`config.mk`:
```
export PLATFORM = sky130hd
export DESIGN_NAME = ps2_key_ctrl
export DESIGN_NICKNAME = d
export VERILOG_FILES = /design/src/rtl/ps2_key_ctrl.sv
export SDC_FILE = /design/constraint.sdc
export NUM_CORES = 1
export LEC_CHECK = 0
export ABC_CLOCK_PERIOD_IN_PS = 2300
export CAP_MARGIN = 20
export CELL_PAD_IN_SITES_DETAIL_PLACEMENT = 1
export CELL_PAD_IN_SITES_GLOBAL_PLACEMENT = 2
export CORE_ASPECT_RATIO = 1.25
export CORE_MARGIN = 2
export CORE_UTILIZATION = 25
export CTS_CLUSTER_SIZE = 14
export DETAILED_ROUTE_END_ITERATION = 10
export PLACE_DENSITY = 0.61
export SLEW_MARGIN = 25
export SYNTH_ARGS = -nofsm -noshare
export SYNTH_HDL_FRONTEND = slang
export SYNTH_SLANG_ARGS = --single-unit
```
`constraint.sdc`:
```
create_clock -name clk -period 2.3 [get_ports clk]
set_input_delay 0.23 -clock clk [delete_from_list [all_inputs] [get_ports clk]]
set_output_delay 0.23 -clock clk [all_outputs]
set_load 0.05 [all_outputs]
```
`src/rtl/ps2_key_ctrl.sv`:
```
// PS/2 scan-code sequencer: frame check, E0/F0 prefix FSM, key-event FIFO, error/overflow status.
// Latency: frame_valid in cycle N -> evt_valid in cycle N+1 (first-word-fall-through queue).
// Backpressure: evt_ready stalls the queue head; a push into a full queue with no pop is dropped and sets ovf.
module ps2_key_ctrl #(
    parameter int FIFO_DEPTH  = 4,
    parameter int TIMEOUT_CYC = 50000
) (
    input  logic        clk,
    input  logic        rst,
    input  logic        frame_valid,
    input  logic [10:0] frame,
    input  logic        evt_ready,
    input  logic        clr_err,
    output logic        evt_valid,
    output logic [7:0]  evt_code,
    output logic        evt_ext,
    output logic        evt_break,
    output logic        err_pulse,
    output logic [7:0]  err_count,
    output logic        ovf
);

    localparam int PTR_W = $clog2(FIFO_DEPTH);
    localparam int TMO_W = $clog2(TIMEOUT_CYC);
    localparam logic [TMO_W-1:0] TMO_LAST = TMO_W'(TIMEOUT_CYC - 1);

    typedef struct packed {
        logic [7:0] code;
        logic       ext;
        logic       brk;
    } evt_t;

    typedef enum logic [1:0] {
        S_IDLE = 2'd0,
        S_E0   = 2'd1,
        S_F0   = 2'd2,
        S_E0F0 = 2'd3
    } state_t;

    state_t           state, state_nxt;
    logic [TMO_W-1:0] tmo_cnt;
    logic [7:0]       d;
    logic             frame_ok, is_e0, is_f0, tmo_hit;
    logic             push, err_now;
    evt_t             push_evt;

    assign d        = frame[8:1];
    assign frame_ok = ~frame[0] & frame[10] & (^frame[9:1]);
    assign is_e0    = (d == 8'hE0);
    assign is_f0    = (d == 8'hF0);
    // A frame arriving on the last count wins over the timeout.
    assign tmo_hit  = (state != S_IDLE) && !frame_valid && (tmo_cnt == TMO_LAST);

    always_ff @(posedge clk or negedge rst) begin
        if (!rst) state <= S_IDLE;
        else      state <= state_nxt;
    end

    always_comb begin
        state_nxt = state;
        if (frame_valid) begin
            if (!frame_ok) begin
                state_nxt = S_IDLE;
            end else begin
                case (state)
                    S_IDLE:  state_nxt = is_e0 ? S_E0 : (is_f0 ? S_F0 : S_IDLE);
                    S_E0:    state_nxt = is_f0 ? S_E0F0 : (is_e0 ? S_E0 : S_IDLE);
                    S_F0:    state_nxt = is_f0 ? S_F0 : (is_e0 ? S_E0 : S_IDLE);
                    default: state_nxt = S_IDLE;
                endcase
            end
        end else if (tmo_hit) begin
            state_nxt = S_IDLE;
        end
    end

    always_comb begin
        push     = 1'b0;
        push_evt = '0;
        err_now  = frame_valid & ~frame_ok;
        if (frame_valid && frame_ok) begin
            case (state)
                S_IDLE: if (!is_e0 && !is_f0) begin
                    push     = 1'b1;
                    push_evt = '{code: d, ext: 1'b0, brk: 1'b0};
                end
                S_E0: if (!is_e0 && !is_f0) begin
                    push     = 1'b1;
                    push_evt = '{code: d, ext: 1'b1, brk: 1'b0};
                end
                S_F0: begin
                    if (is_e0) begin
                        err_now = 1'b1;
                    end else if (!is_f0) begin
                        push     = 1'b1;
                        push_evt = '{code: d, ext: 1'b0, brk: 1'b1};
                    end
                end
                default: begin
                    if (is_e0 || is_f0) begin
                        err_now = 1'b1;
                    end else begin
                        push     = 1'b1;
                        push_evt = '{code: d, ext: 1'b1, brk: 1'b1};
                    end
                end
            endcase
        end
    end

    always_ff @(posedge clk or negedge rst) begin
        if (!rst)
            tmo_cnt <= '0;
        else if (frame_valid || state == S_IDLE || tmo_hit)
            tmo_cnt <= '0;
        else
            tmo_cnt <= tmo_cnt + 1'b1;
    end

    // Event queue: pointers carry one extra wrap bit to tell full from empty.
    evt_t             mem [FIFO_DEPTH];
    logic [PTR_W:0]   wr_ptr, rd_ptr;
    logic             full, pop, wr_en, drop;
    evt_t             head;

    assign evt_valid = (wr_ptr != rd_ptr);
    assign full      = (wr_ptr[PTR_W] != rd_ptr[PTR_W]) &&
                       (wr_ptr[PTR_W-1:0] == rd_ptr[PTR_W-1:0]);
    assign pop       = evt_valid & evt_ready;
    assign wr_en     = push & (~full | pop);
    assign drop      = push & full & ~pop;

    assign head      = mem[rd_ptr[PTR_W-1:0]];
    assign evt_code  = head.code;
    assign evt_ext   = head.ext;
    assign evt_break = head.brk;

    always_ff @(posedge clk or negedge rst) begin
        if (!rst) begin
            wr_ptr <= '0;
            rd_ptr <= '0;
            for (int i = 0; i < FIFO_DEPTH; i++) mem[i] <= '0;
        end else begin
            if (wr_en) begin
                mem[wr_ptr[PTR_W-1:0]] <= push_evt;
                wr_ptr                 <= wr_ptr + 1'b1;
            end
            if (pop) rd_ptr <= rd_ptr + 1'b1;
        end
    end

    // Clear takes effect before a same-cycle error is counted.
    always_ff @(posedge clk or negedge rst) begin
        if (!rst) begin
            err_pulse <= 1'b0;
            err_count <= '0;
            ovf       <= 1'b0;
        end else begin
            err_pulse <= err_now;
            if (clr_err)
                err_count <= {7'd0, err_now};
            else if (err_now && err_count != 8'hFF)
                err_count <= err_count + 1'b1;
            if (drop)
                ovf <= 1'b1;
            else if (clr_err)
                ovf <= 1'b0;
        end
    end

endmodule
```
==> flow_summary.ini, run 1 <==
[die]
coreArea_um2 = 14350
die_w_um = 112.3
rows = 49
die-area_um2 = 15640
start_util_pct = 25.53
chipHeight_um = 139.3
ios = 37

[power]
p_leak_nw = 2.103
p_sw_mw = 1.799
p_per_area_nw_per_um2 = 1118
pwr-share-comb_pct = 36.2
max-vdd-ir-drop_v = 0.0006328
switching_share_pct = 33.73
p_total_mw = 5.334
internal_power_mw = 3.535
power_frac_seq_pct = 33.9
p_clk_share_pct = 29.9

[route]
ant_nets = 0
route.detailed.drc = 0
drtPass1Iterations = 4
wl_per_cell_um = 15.98
dr_total_vias = 2455
dr.first_iter.drc_count = 80
vias_per_cell = 4.530
wl_um = 8663

[global_routing]
grt_first_pass_wirelength_um = 14550
top_usage_layer = met2
met3_usage_pct = 2.483
grt_pass1_vias = 2726
gr-usage-met2_pct = 19.44
antenna_found_initial = 0
grt_use_total_pct = 11.84
grt_use_met1_pct = 15.47
overflow = 0
grt_max_degree = 46

[sta]
worst_pin_slew_ps = 597.5
drv_slew = 0
period_minus_slack_ps = 2194
relSlewSlack_pct = 59.86
final_hold_viol_count = 0
setup_violations = 0
fin_crit_sh_pct = 95.40
rsz0062_at_grt = yes
timing.hold.ws_ps = 377.6
fin_skew_ps = 6.610
timing.fmax_mhz = 455.8

[synth]
syn-cell-area_um2 = 3662
synth_warnings = 0
synth_ff_type = dfrtp_1
yosysSeqAreaShare_pct = 50.56
synth_top_family_by_area = multiplexers
synth_compound_area_share_pct = 4.134
synth_xor_area_share_pct = 6.867
synth-edff-count = 0
avgSynthCellArea_um2 = 12.37
synthArstFlopShare_pct = 100.0
ys_ff_latch = 74
ys_types = 43
synth_area_leader_cell = dfrtp_1
synthCells = 296
yosys-mux-area-fraction_pct = 19.30
yosys-top-cells-area = dfrtp_1, mux2_1, mux4_2, ha_1, xor2_1
synth_fa_ha_area_share_pct = 4.100
syn_nets = 324
yosysTopAreaCellShare_pct = 50.56
synthSimpleGateAreaFrac_pct = 11.79

[finish]
fin_util_pct = 33.25
antenna_cells = 0
final_cell_mix = dfrtp_1, mux2_1, buf_4, nor2_1, clkdlybuf4s50_1
nets = 387
area_delta_synth_final_pct = 30.27
design_area_um2 = 4771
drive_gt1_share_pct = 20.33
final_common_cell = dfrtp_1
fin_cells = 542

[place]
placed_cell_area_um2 = 4407
hpwlAfterDp_um = 6195
gp_congestion = 0.7127
portBuffers = 36
dp.cells = 525

[critical_path]
worstSetupPathType = in2reg
regToRegSetupSlack_ps = 320
crit_family = buffers and inverters
cpPeakStageDelay_ps = 480
cp_slowest_cell = clkdlybuf4s50_1
critPathLaunchType = primary input
cp_data_arrival_time_ps = 2400
endpoint_kind = flop
cp.depth = 9
reg2reg_depth = 6
r2r_end = mem[32]
worstPathRequired_ps = 2510
critPathMaxFanout = 6
path_cells = clkdlybuf4s50_1 -> inv_1 -> ha_1 -> xnor3_2 -> xnor2_4 -> nor3_4 -> and2_1 -> buf_6 -> mux2_1
critPathBufInv = 3
r2r_start = rd_ptr[2]

[clock_tree]
cts_tree = yes
post_cts_buffers = 0
clk_path_buf_depth = 2
root_buffer = clkbuf_16
h-tree-depth = 3
numClockSinks = 74
clk_pin_slew_ps = 60
cts-buffers-inserted = 9
insertion_delay_ps = 330

[flow_run]
cap_violations = 0

[run_status]
status = finished clean

[hold_path]
hp-class = in2async
==> power groups by stage <==
stage,logic (mW),registers (mW),clock network [mW]
finish,1.93,1.81,1.59
global placement,1.92,1.81,0
floorplan,1.29,1.81,0
CTS,1.98,1.81,1.65
global route,2.07,1.86,1.70
detailed placement,1.96,1.84,0
==> how the worst max path moves through the flow <==
stage | endpoint | slack, ps | start
final | mem[32] | 110 | frame[1]
after global routing | mem[32] | 0.4 | frame[5]
after CTS | err_count[6] | 20 | frame[1]
after detailed placement | mem[32] | -480 | frame[1]
after global placement | mem[25] | -450 | frame[1]
after floorplan | mem[1] | 110 | frame[1]
==> repair_timing <==
action                                  CTS  global route
hold endpoints to repair                 29             0
gates cloned                              0             0
endpoints found under the setup margin   48            22
gates resized for setup                   3             4
hold buffers                              1             0
pin swaps                                 3             3
==> through the flow <==
step	worst slack [ps]	TNS (ps)
after floorplan	111.6	0
after global placement	-450.6	-21020
after detailed placement	-482.6	-22040
after CTS	17.56	0
after global routing	0.4023	0
final	105.9	0
==> logic make-up (layout without fill, tap and decap cells) <==
| family | Yosys count | count (layout) |
|---|---|---|
| multiplexers | 53 | 53 |
| AO/OA/AOI/OAI | 24 | 24 |
| AND/OR/NAND/NOR | 84 | 84 |
| XOR/XNOR | 24 | 24 |
| adder cells (fa/ha/maj) | 12 | 12 |
| flip-flops | 74 | 74 |
| buffers and inverters | 25 | 93 |
==> worst register-to-register path: cells and delay by family, from the launching register on <==
kind / cells / cell delay (ps)
xor+xnor: 1 / 220
flops: 1 / 400
mux: 1 / 330
buf+inv: 1 / 150
simple gates: 3 / 770
==> sequential cells by signal, indices dropped and copies added (netlist names) <==
register,cells
err_count,8
err_pulse,1
mem,40
ovf,1
rd_ptr,3
state,2
tmo_cnt,16
wr_ptr,3
==> synthesized netlist by cell type, drive strengths merged, types with 2 or more instances <==
library cell and count:
clkbuf 3, mux2 41, inv 14, nor3 4, nand3 15, ha 12
dfrtp 74, nor4 2, a21oi 6, xnor2 11, or2 2, mux4 10
and2 4, nor2 23, and3 2, xor2 12, nand2 15, a31oi 3
buf 8, nand4 4, or3 7, mux2i 2, o21ai 10
==> layer usage <==
metal	vias up	part of all wire (%)
met4	0	1.4
met5	-	0
met3	8	2.3
met1	1252	46
met2	30	50
li1	1165	-
==> final cells by class <==
class,instances,area (um2)
tap,178,222.7
sequential,74,1852
multi-input combinational,197,1705
timing repair buffer,63,603.1
fill,1591,9575
clock inverter,5,102.6
clock buffer,11,232.7
inverter,14,52.55
Power figures use the tool's default switching activity.
==> inputs of run 2 (changes only) <==
--- a/config.mk
+++ b/config.mk
@@ -5,16 +5,17 @@
 export SDC_FILE = /design/constraint.sdc
 export NUM_CORES = 1
 export LEC_CHECK = 0
-export ABC_CLOCK_PERIOD_IN_PS = 2300
+export ABC_CLOCK_PERIOD_IN_PS = 1870
 export CAP_MARGIN = 20
 export CELL_PAD_IN_SITES_DETAIL_PLACEMENT = 1
 export CELL_PAD_IN_SITES_GLOBAL_PLACEMENT = 2
 export CORE_ASPECT_RATIO = 1.25
 export CORE_MARGIN = 2
 export CORE_UTILIZATION = 25
+export CTS_CLUSTER_DIAMETER = 80
 export CTS_CLUSTER_SIZE = 14
 export DETAILED_ROUTE_END_ITERATION = 10
-export PLACE_DENSITY = 0.61
+export PLACE_DENSITY = 0.63
 export SLEW_MARGIN = 25
 export SYNTH_ARGS = -nofsm -noshare
 export SYNTH_HDL_FRONTEND = slang
==> constraint.sdc (replaced) <==
create_clock -name clk -period 1.87 [get_ports clk]
set_input_delay 0.187 -clock clk [delete_from_list [all_inputs] [get_ports clk]]
set_output_delay 0.187 -clock clk [all_outputs]
set_load 0.05 [all_outputs]
==> run 2 against run 1 <==
  * The run now ends with negative setup slack left
  * Global-route usage up 1.4 points
  * Via count grew 8.2%
  * Clock skew hardly changed
  * Routed wire length is 15% higher
  * Power increased by 41%
  * Design area increased by 13%
  * Clock power grew 33%
  * First-iteration DRC count down 34%
  * Setup slack got worse by 200 ps
  * Critical endpoint is now mem[0]
  * Largest cell class is now multi-input gates
==> flow_summary.ini, run 2 (synthesis results as in run 1) <==
[run_status]
status = finished with violations
violations = negative setup slack

[die]
chipHeight_um = 139.3
coreArea_um2 = 14350
die_w_um = 112.3
die-area_um2 = 15640
start_util_pct = 25.53
ios = 37
rows = 49

[global_routing]
overflow = 0
grt_max_degree = 41
grt_use_total_pct = 13.27
antenna_found_initial = 0
grt_first_pass_wirelength_um = 16200
grt_pass1_vias = 3002

[route]
vias_per_cell = 4.605
dr.first_iter.drc_count = 53
wl_per_cell_um = 17.24
dr_total_vias = 2657
drtPass1Iterations = 4
wl_um = 9949
route.detailed.drc = 0
ant_nets = 0

[sta]
relSlewSlack_pct = 62.19
fin_skew_ps = 6.471
period_minus_slack_ps = 1966
rsz0062_at_grt = yes
fin_crit_sh_pct = 105.1
timing.hold.ws_ps = 202.5
final.setup.tns_ps = -2899
setup_ws_ps = -96.06
drv_slew = 0
worst_pin_slew_ps = 567.2
timing.fmax_mhz = 508.6
setup_violations = 44
final_hold_viol_count = 0

[critical_path]
critPathLaunchType = primary input
endpoint_kind = flop
reg2reg_depth = 7
r2r_end = mem[0]
r2r_start = rd_ptr[0]
worstSetupPathType = in2reg
worstPathRequired_ps = 2090
critPathMaxFanout = 6
cp_data_arrival_time_ps = 2190
regToRegSetupSlack_ps = -70

[finish]
fill_cells = 1540
nets = 422
fin_cells = 577
largestRegisters = mem: 40 flops, tmo_cnt: 16 flops, err_count: 8 flops
fin_util_pct = 37.73
register_area_um2 = 1856
final_cell_mix = dfrtp_1, buf_4, mux2_4, nor2_1
final_common_cell = dfrtp_1
multi_input_area_um2 = 1969
drive_gt1_share_pct = 44.11
area_delta_synth_final_pct = 47.80
largest_reg_flops = 40
top_register = mem
antenna_cells = 0

[power]
p_leak_nw = 2.387
power_frac_seq_pct = 30.0
p_clk_share_pct = 28.2
p_sw_mw = 2.435
max-vdd-ir-drop_v = 0.001032
internal_power_mw = 5.097
switching_share_pct = 32.33
p_per_area_nw_per_um2 = 1392
pwr-share-comb_pct = 41.8

[clock_tree]
root_buffer = clkbuf_16
h-tree-depth = 3
insertion_delay_ps = 340
numClockSinks = 74
cts_tree = yes
cts-buffers-inserted = 9
clk_pin_slew_ps = 60
clk_path_buf_depth = 2

[place]
hpwlAfterDp_um = 6525
dp.cells = 542
portBuffers = 36
gp_congestion = 0.7364

[hold_path]
min_from = frame[1]
hold_depth = 3
holdPathEnd = mem[2]
hp-class = in2reg

[flow_run]
cap_violations = 0
run 2: timing repair:
item | in CTS | in global routing
hold buffers | 1 | 0
pin swaps | 9 | 8
setup endpoints to repair | 62 | 56
hold endpoints to repair | 37 | 0
setup buffers | 11 | 4
cloned | 3 | 2
gates resized for setup | 66 | 22
run 2: cell type report:
cell class / instances / area share (%)
Tap cell: 178 / 4.115
Inverter: 14 / 0.9709
Clock buffer: 9 / 4.161
Multi-Input combinational cell: 199 / 36.38
Clock inverter: 7 / 2.612
Sequential cell: 74 / 34.28
Timing Repair Buffer: 96 / 17.48
run 2: worst max-delay path by stage:
stage               from  endpoint  depth (start not counted)
3_3_place_gp    frame[7]   mem[35]                          8
6_report        frame[8]    mem[0]                          9
3_5_place_dp    frame[7]   mem[34]                          8
5_1_grt        rd_ptr[2]    mem[0]                          7
2_1_floorplan   frame[8]    mem[0]                          7
4_1_cts        rd_ptr[2]   mem[31]                          8
run 2: worst max-delay path: stages:
cell and delay (ps):
buf_2 130, ha_4 260, xnor3_2 450, xnor2_4 190
nor3_4 200, buf_6 140, buf_6 90, and2_4 230
mux2_4 320
run 2: through the flow:
step	total power [mW]	cell area (um2)	setup slack, ps
6_report	7.532	5413	-96.06
5_1_grt	7.877	5413	-147.5
4_1_cts	7.394	5325	-85.44
3_5_place_dp	4.824	4618	-782.1
3_3_place_gp	4.755	4618	-742.5
2_1_floorplan	3.939	3777	-139.1
run 2: power by group through the flow:
stage	Clock, mW	Combinational [mW]	Sequential, mW
floorplan	0	1.70	2.24
global placement	0	2.53	2.22
detailed placement	0	2.58	2.24
CTS	2.17	2.98	2.25
global route	2.24	3.33	2.31
finish	2.12	3.15	2.26
run 2: routing by layer:
layer  share of wire (%)  track usage [%]  routed length [um]
met3                 1.9            1.960                 191
met1                  43            16.50                4250
met2                  53            23.21                5266
met5                   0                0                   0
met4                 2.4            5.006                 241
==> inputs of run 3 (changes only) <==
--- a/config.mk
+++ b/config.mk
@@ -5,7 +5,7 @@
 export SDC_FILE = /design/constraint.sdc
 export NUM_CORES = 1
 export LEC_CHECK = 0
-export ABC_CLOCK_PERIOD_IN_PS = 1870
+export ABC_CLOCK_PERIOD_IN_PS = 2000
 export CAP_MARGIN = 20
 export CELL_PAD_IN_SITES_DETAIL_PLACEMENT = 1
 export CELL_PAD_IN_SITES_GLOBAL_PLACEMENT = 2
@@ -15,7 +15,7 @@
 export CTS_CLUSTER_DIAMETER = 80
 export CTS_CLUSTER_SIZE = 14
 export DETAILED_ROUTE_END_ITERATION = 10
-export PLACE_DENSITY = 0.63
+export PLACE_DENSITY = 0.61
 export SLEW_MARGIN = 25
 export SYNTH_ARGS = -nofsm -noshare
 export SYNTH_HDL_FRONTEND = slang
==> constraint.sdc (replaced) <==
create_clock -name clk -period 2 [get_ports clk]
set_input_delay 0.2 -clock clk [delete_from_list [all_inputs] [get_ports clk]]
set_output_delay 0.2 -clock clk [all_outputs]
set_load 0.05 [all_outputs]
==> run 3 against run 2 <==
  * The flow still finishes with violations (negative setup slack)
  * First-iteration DRC count up 64%
  * Global-route usage decreased by 0.52 points
  * Register-to-register slack gained 80 ps
  * Routed wire length decreased by 5.8%
  * Non-clock buffer count shrank 13
  * Clock skew up 0.56 ps
  * Sequential power down 7%
  * Power down 14%
  * Largest cell class unchanged
==> flow_summary.ini, run 3 (synthesis results as in run 1) <==
[run_status]
status = finished with violations
violations = negative setup slack

[critical_path]
critPathBufInv = 3
path_cells = clkbuf_2 -> ha_4 -> xnor3_2 -> xnor2_4 -> nor3_4 -> buf_6 -> and2_4 -> buf_6 -> mux2_4
r2r_end = mem[14]
regToRegSetupSlack_ps = 10
crit_family = XOR/XNOR gates
cp_slowest_cell = xnor3_2
critPathLaunchType = primary input
reg2reg_depth = 7
cp_data_arrival_time_ps = 2230
critPathMaxFanout = 4
endpoint_kind = flop
worstSetupPathType = in2reg
cpPeakStageDelay_ps = 470
r2r_start = wr_ptr[2]
cpMostUsedCell = buf_6
worstPathRequired_ps = 2220

[power]
internal_power_mw = 4.282
p_clk_share_pct = 27.4
switching_share_pct = 33.77
pwr-share-comb_pct = 40.1
p_leak_nw = 2.279
p_per_area_nw_per_um2 = 1254
power_frac_seq_pct = 32.5
max-vdd-ir-drop_v = 0.0006605
p_sw_mw = 2.184

[sta]
timing.fmax_mhz = 496.1
drv_slew = 0
fin_crit_sh_pct = 100.8
worst_pin_slew_ps = 565.5
setup_ws_ps = -15.77
fin_skew_ps = 7.028
relSlewSlack_pct = 62.30
setup_violations = 6
final.setup.tns_ps = -58.44
timing.hold.ws_ps = 211.0
period_minus_slack_ps = 2016
rsz0062_at_grt = yes
final_hold_viol_count = 0

[finish]
area_delta_synth_final_pct = 40.79
final_common_cell = dfrtp_1
nets = 408
antenna_cells = 0
top_register = mem
final_cell_mix = dfrtp_1, buf_4, mux2_4, nor2_1
fin_cells = 563
drive_gt1_share_pct = 37.14
fill_cells = 1564
largest_reg_flops = 40
design_area_um2 = 5156
largestRegisters = mem: 40 flops, tmo_cnt: 16 flops, err_count: 8 flops

[route]
route.detailed.drc = 0
ant_nets = 0
drtPass1Iterations = 4
wl_per_cell_um = 16.65
dr_total_vias = 2561
vias_per_cell = 4.549
dr.first_iter.drc_count = 87
wl_um = 9376

[die]
coreArea_um2 = 14350
start_util_pct = 25.53
die_w_um = 112.3
chipHeight_um = 139.3
die-area_um2 = 15640
rows = 49
ios = 37

[place]
portBuffers = 36
pre_cts_ws_ps = -783.4
placed_cell_area_um2 = 4601
dp.cells = 540
gp_congestion = 0.7269
hpwlAfterDp_um = 6538

[hold_path]
hold_depth = 3
hp-class = in2reg
holdPathEnd = mem[3]
min_from = frame[2]

[clock_tree]
insertion_delay_ps = 340
numClockSinks = 74
clk_pin_slew_ps = 60
cts_tree = yes
clk_path_buf_depth = 2
h-tree-depth = 3
cts-buffers-inserted = 9
root_buffer = clkbuf_16

[global_routing]
antenna_found_initial = 0
grt_use_total_pct = 12.74
grt_pass1_vias = 2865
overflow = 0
grt_first_pass_wirelength_um = 15520
grt_max_degree = 42

[flow_run]
cap_violations = 0
[run 3: area by class of cell]
type | instances | area, um2 | area share, %
clock buffer | 10 | 239.0 | 4.635
clock inverter | 6 | 90.09 | 1.747
inverter | 14 | 52.55 | 1.019
multi-input combinational | 198 | 1907 | 36.98
sequential | 74 | 1852 | 35.91
tap | 178 | 222.7 | 4.319
timing repair buffer | 83 | 793.3 | 15.38
[run 3: what timing repair did]
action	4_1_cts	5_1_grt
buffers inserted	3	1
setup endpoints to repair	54	49
gates cloned	2	0
hold buffers	1	0
resized for setup	39	19
hold endpoints to repair	39	0
pin swaps	9	10
[run 3: power by group through the flow]
| stage | logic [mW] | clock network [mW] | registers [mW] |
|---|---|---|---|
| after global routing | 2.75 | 1.89 | 2.15 |
| after floorplan | 1.59 | 0 | 2.09 |
| after CTS | 2.52 | 1.83 | 2.09 |
| after global placement | 2.33 | 0 | 2.09 |
| final | 2.59 | 1.77 | 2.10 |
| after detailed placement | 2.36 | 0 | 2.11 |
[run 3: worst max-delay path by stage]
stage / cells past startpoint / endpoint / start
floorplan: 7 / mem[0] / frame[8]
global placement: 8 / mem[15] / frame[7]
detailed placement: 8 / mem[14] / frame[8]
CTS: 10 / mem[14] / frame[3]
global route: 7 / mem[15] / wr_ptr[2]
finish: 9 / mem[14] / frame[8]
[run 3: tightest hold or removal path: cells and delay by family]
family                 cells  cell delay (ps)
buffers and inverters      2              180
multiplexers               1              130
[run 3: per-layer routing]
metal | GRT usage, % | up-vias | part of all wire (%)
li1 | - | 1211 | -
met1 | 15.98 | 1317 | 44
met2 | 22.10 | 23 | 52
met5 | 0 | - | 0
met4 | 4.429 | 0 | 1.5
met3 | 2.178 | 10 | 2.0
[run 3: metrics by stage]
step / utilization [%] / total power, mW
floorplan: - / 3.681
global placement: 32.07 / 4.414
detailed placement: 32.07 / 4.472
CTS: 35.55 / 6.442
global route: 35.94 / 6.796
finish: 35.94 / 6.465
